`src/rtl/apb_ssd_ctrl_if.sv`:
```
// APB3 bus bundle for the seven-segment display controller.
// The responder takes the slave modport and the bus driver takes the master modport.
interface apb_ssd_ctrl_if;
  logic [2:0]  S_PADDR;
  logic        S_PWRITE;
  logic        S_PSELx;
  logic        S_PENABLE;
  logic [15:0] S_PWDATA;
  logic [15:0] S_PRDATA;
  logic        S_PREADY;
  logic        S_PSLVERR;

  modport slave (
    input  S_PADDR, S_PWRITE, S_PSELx, S_PENABLE, S_PWDATA,
    output S_PRDATA, S_PREADY, S_PSLVERR
  );

  modport master (
    output S_PADDR, S_PWRITE, S_PSELx, S_PENABLE, S_PWDATA,
    input  S_PRDATA, S_PREADY, S_PSLVERR
  );
endinterface

```
`src/rtl/apb_ssd_ctrl.sv`:
```
// APB3-controlled six-digit hex seven-segment driver with per-digit enable and blink.
// Writes complete with zero wait states, reads with one wait state, and segment outputs are registered.
//
//   state     | meaning
//   ST_IDLE   | waiting for a setup phase (PSELx && !PENABLE)
//   ST_ACCESS | access phase: a write commits here, a read captures PRDATA
//   ST_WAIT   | read completion cycle, PREADY=1 with the captured data
module apb_ssd_ctrl #(
  parameter int          INVERT      = 1,
  parameter logic [15:0] BLINK_RESET = 16'd50000
) (
  input  logic          clk,
  input  logic          reset,
  apb_ssd_ctrl_if.slave s_apb,
  output logic [6:0]    ssd0,
  output logic [6:0]    ssd1,
  output logic [6:0]    ssd2,
  output logic [6:0]    ssd3,
  output logic [6:0]    ssd4,
  output logic [6:0]    ssd5
);
  typedef enum logic [1:0] {ST_IDLE, ST_ACCESS, ST_WAIT} state_t;

  localparam logic [6:0] SEG_ZERO = 7'b0111111;
  localparam logic [6:0] SSD_RST  = (INVERT != 0) ? ~SEG_ZERO : SEG_ZERO;

  state_t      r_state;
  logic [15:0] r_prdata;
  logic        r_pready;
  logic        r_pslverr;
  logic [23:0] r_dig;
  logic [5:0]  r_en;
  logic [5:0]  r_mask;
  logic [15:0] r_div;
  logic [15:0] r_presc;
  logic        r_phase;
  logic [6:0]  r_ssd [6];

  logic        w_bad_addr;
  logic        w_wr_en;
  logic        w_div_wr;
  logic [15:0] w_rd_mux;
  logic [6:0]  w_seg [6];

  function automatic logic [6:0] seg7(input logic [3:0] d);
    case (d)
      4'h0: seg7 = 7'h3F;  4'h1: seg7 = 7'h06;  4'h2: seg7 = 7'h5B;  4'h3: seg7 = 7'h4F;
      4'h4: seg7 = 7'h66;  4'h5: seg7 = 7'h6D;  4'h6: seg7 = 7'h7D;  4'h7: seg7 = 7'h07;
      4'h8: seg7 = 7'h7F;  4'h9: seg7 = 7'h6F;  4'hA: seg7 = 7'h77;  4'hB: seg7 = 7'h7C;
      4'hC: seg7 = 7'h39;  4'hD: seg7 = 7'h5E;  4'hE: seg7 = 7'h79;  default: seg7 = 7'h71;
    endcase
  endfunction

  assign w_bad_addr = (s_apb.S_PADDR >= 3'd5);
  assign w_wr_en    = (r_state == ST_ACCESS) && s_apb.S_PSELx && s_apb.S_PENABLE && s_apb.S_PWRITE;
  assign w_div_wr   = w_wr_en && (s_apb.S_PADDR == 3'd3);

  always_comb begin
    w_rd_mux = 16'h0000;
    case (s_apb.S_PADDR)
      3'd0: w_rd_mux = r_dig[15:0];
      3'd1: w_rd_mux = {8'h00, r_dig[23:16]};
      3'd2: w_rd_mux = {4'h0, r_mask, r_en};
      3'd3: w_rd_mux = r_div;
      3'd4: w_rd_mux = {15'h0000, r_phase};
      default: w_rd_mux = 16'h0000;
    endcase
  end

  // PREADY/PSLVERR for writes are launched on entry to ACCESS so they are high during that cycle.
  always_ff @(posedge clk) begin
    if (!reset) begin
      r_state   <= ST_IDLE;
      r_prdata  <= 16'h0000;
      r_pready  <= 1'b0;
      r_pslverr <= 1'b0;
    end else begin
      r_prdata  <= 16'h0000;
      r_pready  <= 1'b0;
      r_pslverr <= 1'b0;
      case (r_state)
        ST_IDLE: begin
          if (s_apb.S_PSELx && !s_apb.S_PENABLE) begin
            r_state   <= ST_ACCESS;
            r_pready  <= s_apb.S_PWRITE;
            r_pslverr <= s_apb.S_PWRITE && w_bad_addr;
          end
        end
        ST_ACCESS: begin
          r_state <= ST_IDLE;
          if (s_apb.S_PSELx && s_apb.S_PENABLE && !s_apb.S_PWRITE) begin
            r_state   <= ST_WAIT;
            r_pready  <= 1'b1;
            r_pslverr <= w_bad_addr;
            r_prdata  <= w_rd_mux;
          end
        end
        default: r_state <= ST_IDLE;
      endcase
    end
  end

  always_ff @(posedge clk) begin
    if (!reset) begin
      r_dig  <= 24'h000000;
      r_en   <= 6'h3F;
      r_mask <= 6'h00;
      r_div  <= BLINK_RESET;
    end else if (w_wr_en) begin
      case (s_apb.S_PADDR)
        3'd0: r_dig[15:0]  <= s_apb.S_PWDATA;
        3'd1: r_dig[23:16] <= s_apb.S_PWDATA[7:0];
        3'd2: begin
          r_en   <= s_apb.S_PWDATA[5:0];
          r_mask <= s_apb.S_PWDATA[11:6];
        end
        3'd3: r_div <= s_apb.S_PWDATA;
        default: ;
      endcase
    end
  end

  always_ff @(posedge clk) begin
    if (!reset || (r_div == 16'h0000) || w_div_wr) begin
      r_presc <= 16'h0000;
      r_phase <= 1'b0;
    end else if (r_presc == r_div) begin
      r_presc <= 16'h0000;
      r_phase <= ~r_phase;
    end else begin
      r_presc <= r_presc + 16'd1;
    end
  end

  always_comb begin
    for (int i = 0; i < 6; i++) begin
      w_seg[i] = 7'h00;
      if (r_en[i] && !(r_mask[i] && r_phase)) w_seg[i] = seg7(r_dig[4*i +: 4]);
      if (INVERT != 0) w_seg[i] = ~w_seg[i];
    end
  end

  always_ff @(posedge clk) begin
    for (int i = 0; i < 6; i++) begin
      if (!reset) r_ssd[i] <= SSD_RST;
      else        r_ssd[i] <= w_seg[i];
    end
  end

  assign s_apb.S_PRDATA  = r_prdata;
  assign s_apb.S_PREADY  = r_pready;
  assign s_apb.S_PSLVERR = r_pslverr;
  assign ssd0 = r_ssd[0];
  assign ssd1 = r_ssd[1];
  assign ssd2 = r_ssd[2];
  assign ssd3 = r_ssd[3];
  assign ssd4 = r_ssd[4];
  assign ssd5 = r_ssd[5];
endmodule

```
`src/flat_wrapper.sv`:
```
// flat-port wrapper written by rule: the top's interface ports become plain ports
module apb_ssd_ctrl_flat 
#(
  parameter int          INVERT      = 1,
  parameter logic [15:0] BLINK_RESET = 16'd50000
)
  (clk, reset, ssd0, ssd1, ssd2, ssd3, ssd4, ssd5, s_apb_S_PADDR, s_apb_S_PWRITE, s_apb_S_PSELx, s_apb_S_PENABLE, s_apb_S_PWDATA, s_apb_S_PRDATA, s_apb_S_PREADY, s_apb_S_PSLVERR);
  apb_ssd_ctrl_if s_apb_i ();
  input  logic clk;
  input  logic reset;
  output logic [6:0] ssd0;
  output logic [6:0] ssd1;
  output logic [6:0] ssd2;
  output logic [6:0] ssd3;
  output logic [6:0] ssd4;
  output logic [6:0] ssd5;
  input wire logic [$bits(s_apb_i.S_PADDR)-1:0] s_apb_S_PADDR;
  input wire logic [$bits(s_apb_i.S_PWRITE)-1:0] s_apb_S_PWRITE;
  input wire logic [$bits(s_apb_i.S_PSELx)-1:0] s_apb_S_PSELx;
  input wire logic [$bits(s_apb_i.S_PENABLE)-1:0] s_apb_S_PENABLE;
  input wire logic [$bits(s_apb_i.S_PWDATA)-1:0] s_apb_S_PWDATA;
  output wire logic [$bits(s_apb_i.S_PRDATA)-1:0] s_apb_S_PRDATA;
  output wire logic [$bits(s_apb_i.S_PREADY)-1:0] s_apb_S_PREADY;
  output wire logic [$bits(s_apb_i.S_PSLVERR)-1:0] s_apb_S_PSLVERR;
  assign s_apb_i.S_PADDR = s_apb_S_PADDR;
  assign s_apb_i.S_PWRITE = s_apb_S_PWRITE;
  assign s_apb_i.S_PSELx = s_apb_S_PSELx;
  assign s_apb_i.S_PENABLE = s_apb_S_PENABLE;
  assign s_apb_i.S_PWDATA = s_apb_S_PWDATA;
  assign s_apb_S_PRDATA = s_apb_i.S_PRDATA;
  assign s_apb_S_PREADY = s_apb_i.S_PREADY;
  assign s_apb_S_PSLVERR = s_apb_i.S_PSLVERR;
  apb_ssd_ctrl #(.INVERT(INVERT), .BLINK_RESET(BLINK_RESET)) u_core (.clk(clk), .reset(reset), .s_apb(s_apb_i), .ssd0(ssd0), .ssd1(ssd1), .ssd2(ssd2), .ssd3(ssd3), .ssd4(ssd4), .ssd5(ssd5));
endmodule
```
`config.mk`:
```
export PLATFORM = sky130hd
export DESIGN_NAME = apb_ssd_ctrl_flat
export DESIGN_NICKNAME = d
export VERILOG_FILES = /design/src/rtl/apb_ssd_ctrl_if.sv /design/src/rtl/apb_ssd_ctrl.sv /design/src/flat_wrapper.sv
export SDC_FILE = /design/constraint.sdc
export NUM_CORES = 1
export LEC_CHECK = 0
export CORE_ASPECT_RATIO = 1.5
export CORE_MARGIN = 4
export CORE_UTILIZATION = 59
export CTS_CLUSTER_DIAMETER = 30
export DETAILED_ROUTE_END_ITERATION = 8
export DONT_BUFFER_PORTS = 1
export GPL_TIMING_DRIVEN = 0
export HOLD_SLACK_MARGIN = 0.08
export PLACE_DENSITY = 0.86
export SLEW_MARGIN = 40
export SYNTH_ARGS = -nofsm -noshare
export SYNTH_HDL_FRONTEND = slang
export SYNTH_SLANG_ARGS = --single-unit
```
`constraint.sdc`:
```
create_clock -name clk -period 4.6 [get_ports clk]
set_input_delay 0.69 -clock clk [delete_from_list [all_inputs] [get_ports clk]]
set_output_delay 0.69 -clock clk [all_outputs]
set_load 0.005 [all_outputs]
```
==> results.py, run 1 <==
metrics = {
    "layout": {
        "num_antenna_cells": 0,
        "final_common_cell": "dfxtp_1",
        "finish.utilization": 0.668,
        "areaGrowthSynthToFinish_pct": 9.80,
        "fin_nets": 872,
        "final_area_um2": 8400,
        "layout_common_cells": "dfxtp_1 (173), a21oi_1 (76), nand2_1 (59), nor2_1 (56)",
        "drive_gt1_frac": 0.110,
    },
    "floorplan": {
        "fp-row-count": 50,
        "dieWidth_um": 101,
        "core_area_um2": 12600,
        "die_h_um": 147,
        "initial_core_util": 0.608,
        "die-area_um2": 14900,
        "num_io_pins": 84,
    },
    "critical_path": {
        "path_max_fanout": 10,
        "cp.buffers_inverters": 6,
        "critPathTopFamily": "buffers and inverters",
        "slowest_stage": "clkbuf_1",
        "critical_path_required_ns": 4.97,
        "crit_chain": "buf_2, clkinv_1, clkbuf_1, clkbuf_1, clkbuf_1, a21oi_1, ha_1, mux4_2, inv_1",
        "criticalPathCategory": "in2reg",
        "critPathMaxStageDelay_ns": 0.53,
        "worstPathArrival_ns": 3.67,
        "cp-end-kind": "register",
        "worst_setup_path_start_kind": "primary input",
        "crit_top_cell": "clkbuf_1",
    },
    "global_routing": {
        "grt_max_degree": 17,
        "busiest_layer": "met2",
        "grt_use_met2": 0.457,
        "overflow": 0,
        "met1_usage": 0.292,
        "met3_usage": 0.0755,
        "grt_pass1_wl_mm": 31.1,
        "antenna_found_initial": 0,
        "grtUsageTotal": 0.270,
        "grt_pass1_vias": 6092,
    },
    "placed_design": {
        "dpl_cell_area_um2": 7840,
        "dp_hpwl_mm": 14.2,
        "place.gp.congestion": 0.958,
        "port_buffers": 0,
        "place_ws_ns": 0.952,
    },
    "route": {
        "drt_iter0_drc": 757,
        "wl_mm": 19.9,
        "dr.pass1.iters": 6,
        "via_count": 6170,
        "wl_per_cell_um": 20.5,
        "avgViaCountPerCell": 6.35,
        "drc": 0,
        "ant_nets": 0,
    },
    "sta": {
        "fin_crit_ns": 3.30,
        "timing.fmax_mhz": 303,
        "fin_tns_setup_ns": 0,
        "slew_headroom": 0.494,
        "worst_slack_ns": 1.30,
        "rsz0062_at_grt": "no",
        "finalCritPeriodShare": 0.718,
        "tightest_slew_ns": 0.758,
        "final_hold_viol_count": 0,
        "finClkSkew_ns": 0.00889,
        "slew_violations": 0,
        "setup_violations": 0,
    },
    "logic_synthesis": {
        "ys_async_sr_fraction": 0,
        "ys_seq_area_frac": 0.453,
        "ys_warn_count": 0,
        "syn_avg_cell_area_um2": 9.73,
        "yosysTopAreaCell": "dfxtp_1",
        "yosys_most_used_dff": "dfxtp_1",
        "synth.top_cell.area_share": 0.453,
        "synth-seq-cells": 173,
        "synth_area_leaders": "dfxtp_1 (45%), ha_1 (7.0%), a21oi_1 (5.0%)",
        "synth_edf_count": 0,
        "synthCells": 786,
        "ys_types": 67,
        "synth_fp_nets": 853,
        "syn-cell-area_um2": 7650,
    },
    "job": {
        "maxCapViolCount": 0,
    },
    "power": {
        "power_density_nw_per_um2": 352,
        "ir_worst_vdd_v": 0.000283,
        "power_mw": 2.96,
        "leakagePower_nw": 3.30,
    },
    "clocking": {
        "cts_root_buf": "clkbuf_16",
        "post_cts_buffers": 0,
        "clk_pin_slew_ns": 0.06,
        "cts_buffer_depth": 2,
        "clock-sinks": 173,
        "cts-resized-gates": 0,
        "cts_buffers": 17,
        "cts_tree": "done",
        "clk_latency_ns": 0.43,
        "cts.hold.buffers_added": 0,
        "htree_levels": 4,
    },
    "status": {
        "outcome": "completed",
    },
    "min_path": {
        "hold_class": "in2reg",
    },
}
per-layer routing:
metal  share of wire  up-vias
met1            0.34     2885
li1                -     2776
met3           0.096      124
met2            0.49      385
met5               0        -
met4           0.069        0
stage by stage:
step | hold slack [ns] | cells
detailed placement | 0.378 | 942
finish | 0.349 | 972
floorplan | 0.368 | 786
global placement | 0.369 | 942
CTS | 0.346 | 972
global route | 0.337 | 972
final timing paths:
| kind | from | end | slack (ns) | cells past startpoint |
|---|---|---|---|---|
| max | reset | register | 1.30 | 9 |
| min | s_apb_S_PENABLE | u_core.r_state[0] | 0.35 | 1 |
| max reg2reg | u_core.r_state[1] | register | 1.64 | 9 |
| min reg2reg | register | u_core.r_ssd[0][6] | 0.39 | 1 |
layout make-up:
class	count	area, um2
Sequential cell	173	3460
Clock buffer	20	437
Inverter	47	176
Buffer	44	221
Multi-Input combinational cell	522	3790
Fill cell	911	4180
Tap cell	156	195
Clock inverter	10	118
synthesized netlist by cell type, drive strengths merged, types with 4 or more instances:
cell type and count:
dfxtp 173, a21oi 79, nand2 60, nor2 56
inv 46, ha 43, nand3 33, mux2i 27
buf 26, xnor2 26, o21ai 21, clkbuf 18
mux2 13, mux4 13, a22oi 12, nand2b 11
nand4 11, nor3 10, a21boi 9, and3 9
a2bb2oi 8, xor2 8, nor2b 7, nor4 6
and2 5, a31oi 4, a32oi 4, o22a 4
report_power, final:
part | switching [mW] | internal, mW | total, mW
registers | 0.00587 | 1.50 | 1.51
logic | 0.0566 | 0.0278 | 0.0844
clock network | 0.570 | 0.793 | 1.36
logic make-up (layout without fill, tap and decap cells):
group / Yosys count / after routing / share of synthesized area
compound gates: 159 / 159 / 0.135
xor+xnor: 34 / 34 / 0.0389
fa+ha+maj: 43 / 43 / 0.0704
buf+inv: 91 / 121 / 0.0520
flops: 173 / 173 / 0.453
mux: 53 / 53 / 0.0933
simple gates: 233 / 233 / 0.158
(Power assumes the default switching activity.)
==> inputs of run 2 (changes only) <==
- clock period: 4.6 -> 3.4 ns (I/O delays scaled with it)
==> results of run 2 <==
Same layout as run 1 (identical final DEF). Status: completed.
Main changes from that run: setup slack after placement 0.952 ns -> -0.0676 ns; setup slack after layout 1.30 ns -> 0.279 ns; hold slack 0.349 ns -> 0.169 ns; register-to-register setup slack 1.64 ns -> 0.44 ns; total power 2.96 mW -> 4.00 mW; worst IR drop on VDD 0.000283 V -> 0.000384 V
==> inputs of run 3 (changes only) <==
- REMOVE_ABC_BUFFERS: default -> 1
==> results.py, run 3 (synthesis results as in run 1) <==
metrics = {
    "status": {
        "outcome": "completed",
    },
    "sta": {
        "finClkSkew_ns": 0.00653,
        "tightest_slew_ns": 0.733,
        "setup_violations": 0,
        "fin_tns_setup_ns": 0,
        "fin_crit_ns": 2.87,
        "slew_violations": 0,
        "slew_headroom": 0.509,
        "finalCritPeriodShare": 0.845,
        "final_hold_viol_count": 0,
        "timing.fmax_mhz": 348,
        "rsz0062_at_grt": "no",
    },
    "clocking": {
        "htree_levels": 4,
        "cts-resized-gates": 0,
        "cts_tree": "done",
        "cts_buffers": 17,
        "cts_buffer_depth": 2,
        "clk_latency_ns": 0.42,
        "cts_root_buf": "clkbuf_16",
        "cts.hold.buffers_added": 0,
        "clk_pin_slew_ns": 0.07,
        "clock-sinks": 173,
        "post_cts_buffers": 0,
    },
    "route": {
        "drc": 0,
        "wl_per_cell_um": 19.3,
        "wl_mm": 18.0,
        "via_count": 5727,
        "drt_iter0_drc": 502,
        "dr.pass1.iters": 6,
        "ant_nets": 0,
        "avgViaCountPerCell": 6.14,
    },
    "critical_path": {
        "cp-end-kind": "register",
        "critPathTopFamily": "simple AND/OR/NAND/NOR gates",
        "critical_path_required_ns": 3.73,
        "slowest_stage": "and4bb_4",
        "r2r_slack_ns": 0.53,
        "criticalPathCategory": "reg2reg",
        "r2r_cells": 8,
        "worst_setup_path_start_kind": "register",
        "timing.rr.start": "u_core.r_state[1]",
        "critical_path.startpoint": "u_core.r_state[1]",
        "path_max_fanout": 21,
        "crit_chain": "and4bb_4, and3_1, nand2_1, a21oi_1, inv_1, ha_1, and2_1, o32ai_1",
        "cp.buffers_inverters": 1,
        "worstPathArrival_ns": 3.20,
        "critPathMaxStageDelay_ns": 0.52,
    },
    "min_path": {
        "hold_depth": 1,
        "hold_class": "in2reg",
        "whs_endpoint": "u_core.r_ssd[2][13]",
        "worstHoldStart": "reset",
    },
    "layout": {
        "layout_common_cells": "dfxtp_1 (173), a21oi_1 (73), nand2_1 (59), nor2_1 (55)",
        "final_common_cell": "dfxtp_1",
        "areaGrowthSynthToFinish_pct": 8.49,
        "fin_nets": 830,
        "drive_gt1_frac": 0.107,
        "fillers": 889,
        "final_cells": 932,
        "num_antenna_cells": 0,
        "final_area_um2": 8300,
    },
    "global_routing": {
        "grt_pass1_wl_mm": 29.1,
        "overflow": 0,
        "grt_max_degree": 65,
        "grtUsageTotal": 0.247,
        "grt_pass1_vias": 5834,
        "antenna_found_initial": 0,
    },
    "power": {
        "power_density_nw_per_um2": 499,
        "power_mw": 4.14,
        "leakagePower_nw": 3.24,
        "ir_worst_vdd_v": 0.000324,
    },
    "placed_design": {
        "port_buffers": 0,
        "dp.cells": 899,
        "place.gp.congestion": 0.904,
        "dp_hpwl_mm": 12.6,
        "dpl_cell_area_um2": 7670,
    },
    "floorplan": {
        "die_h_um": 147,
        "fp-row-count": 50,
        "die-area_um2": 14900,
        "num_io_pins": 84,
        "dieWidth_um": 101,
        "initial_core_util": 0.608,
        "core_area_um2": 12600,
    },
    "job": {
        "maxCapViolCount": 0,
    },
}
==> run 3: worst reg2reg max path, stage by stage, from the launching register on <==
cell,delay (ns)
dfxtp_1,0.36
and4bb_4,0.52
and3_1,0.41
nand2_1,0.13
a21oi_1,0.44
inv_1,0.20
ha_1,0.27
and2_1,0.18
o32ai_1,0.27
==> run 3: metal layers <==
metal,global-route usage,vias to the layer above,wire (um)
met2,0.432,262,9350
li1,-,2686,-
met1,0.274,2704,6640
met5,0,-,0
met4,0.120,0,721
met3,0.0628,75,1310
==> run 3: area by class of cell <==
class,count,area (um2),area share
repair buffers,2,35.0,0.00422
clock buffers,18,439,0.0529
flip-flops and latches,173,3460,0.417
clock inverters,14,183,0.0220
well taps,156,195,0.0235
inverters,47,181,0.0219
multi-input cells,522,3800,0.458
==> run 3: how the worst max path moves through the flow <==
stage | slack (ns) | endpoint | cells past startpoint
2_1_floorplan | -0.20 | register | 4
3_3_place_gp | -1.31 | register | 4
3_5_place_dp | 0.44 | register | 8
4_1_cts | 0.55 | register | 8
5_1_grt | 0.35 | register | 8
6_report | 0.53 | register | 8
==> run 3: per-stage QoR <==
| stage | hold slack (ns) | util | worst slack [ns] |
|---|---|---|---|
| after floorplan | 0.366 | - | -0.203 |
| after global placement | 0.373 | 0.606 | -1.31 |
| after detailed placement | 0.371 | 0.610 | 0.438 |
| after CTS | 0.152 | 0.659 | 0.546 |
| after global routing | 0.142 | 0.660 | 0.352 |
| final | 0.153 | 0.660 | 0.529 |
==> run 3: power breakdown <==
group	switching, mW	internal (mW)	total, mW
Sequential	0.00772	2.03	2.04
Combinational	0.0466	0.0328	0.0793
Clock	0.828	1.19	2.02
Total	0.882	3.26	4.14
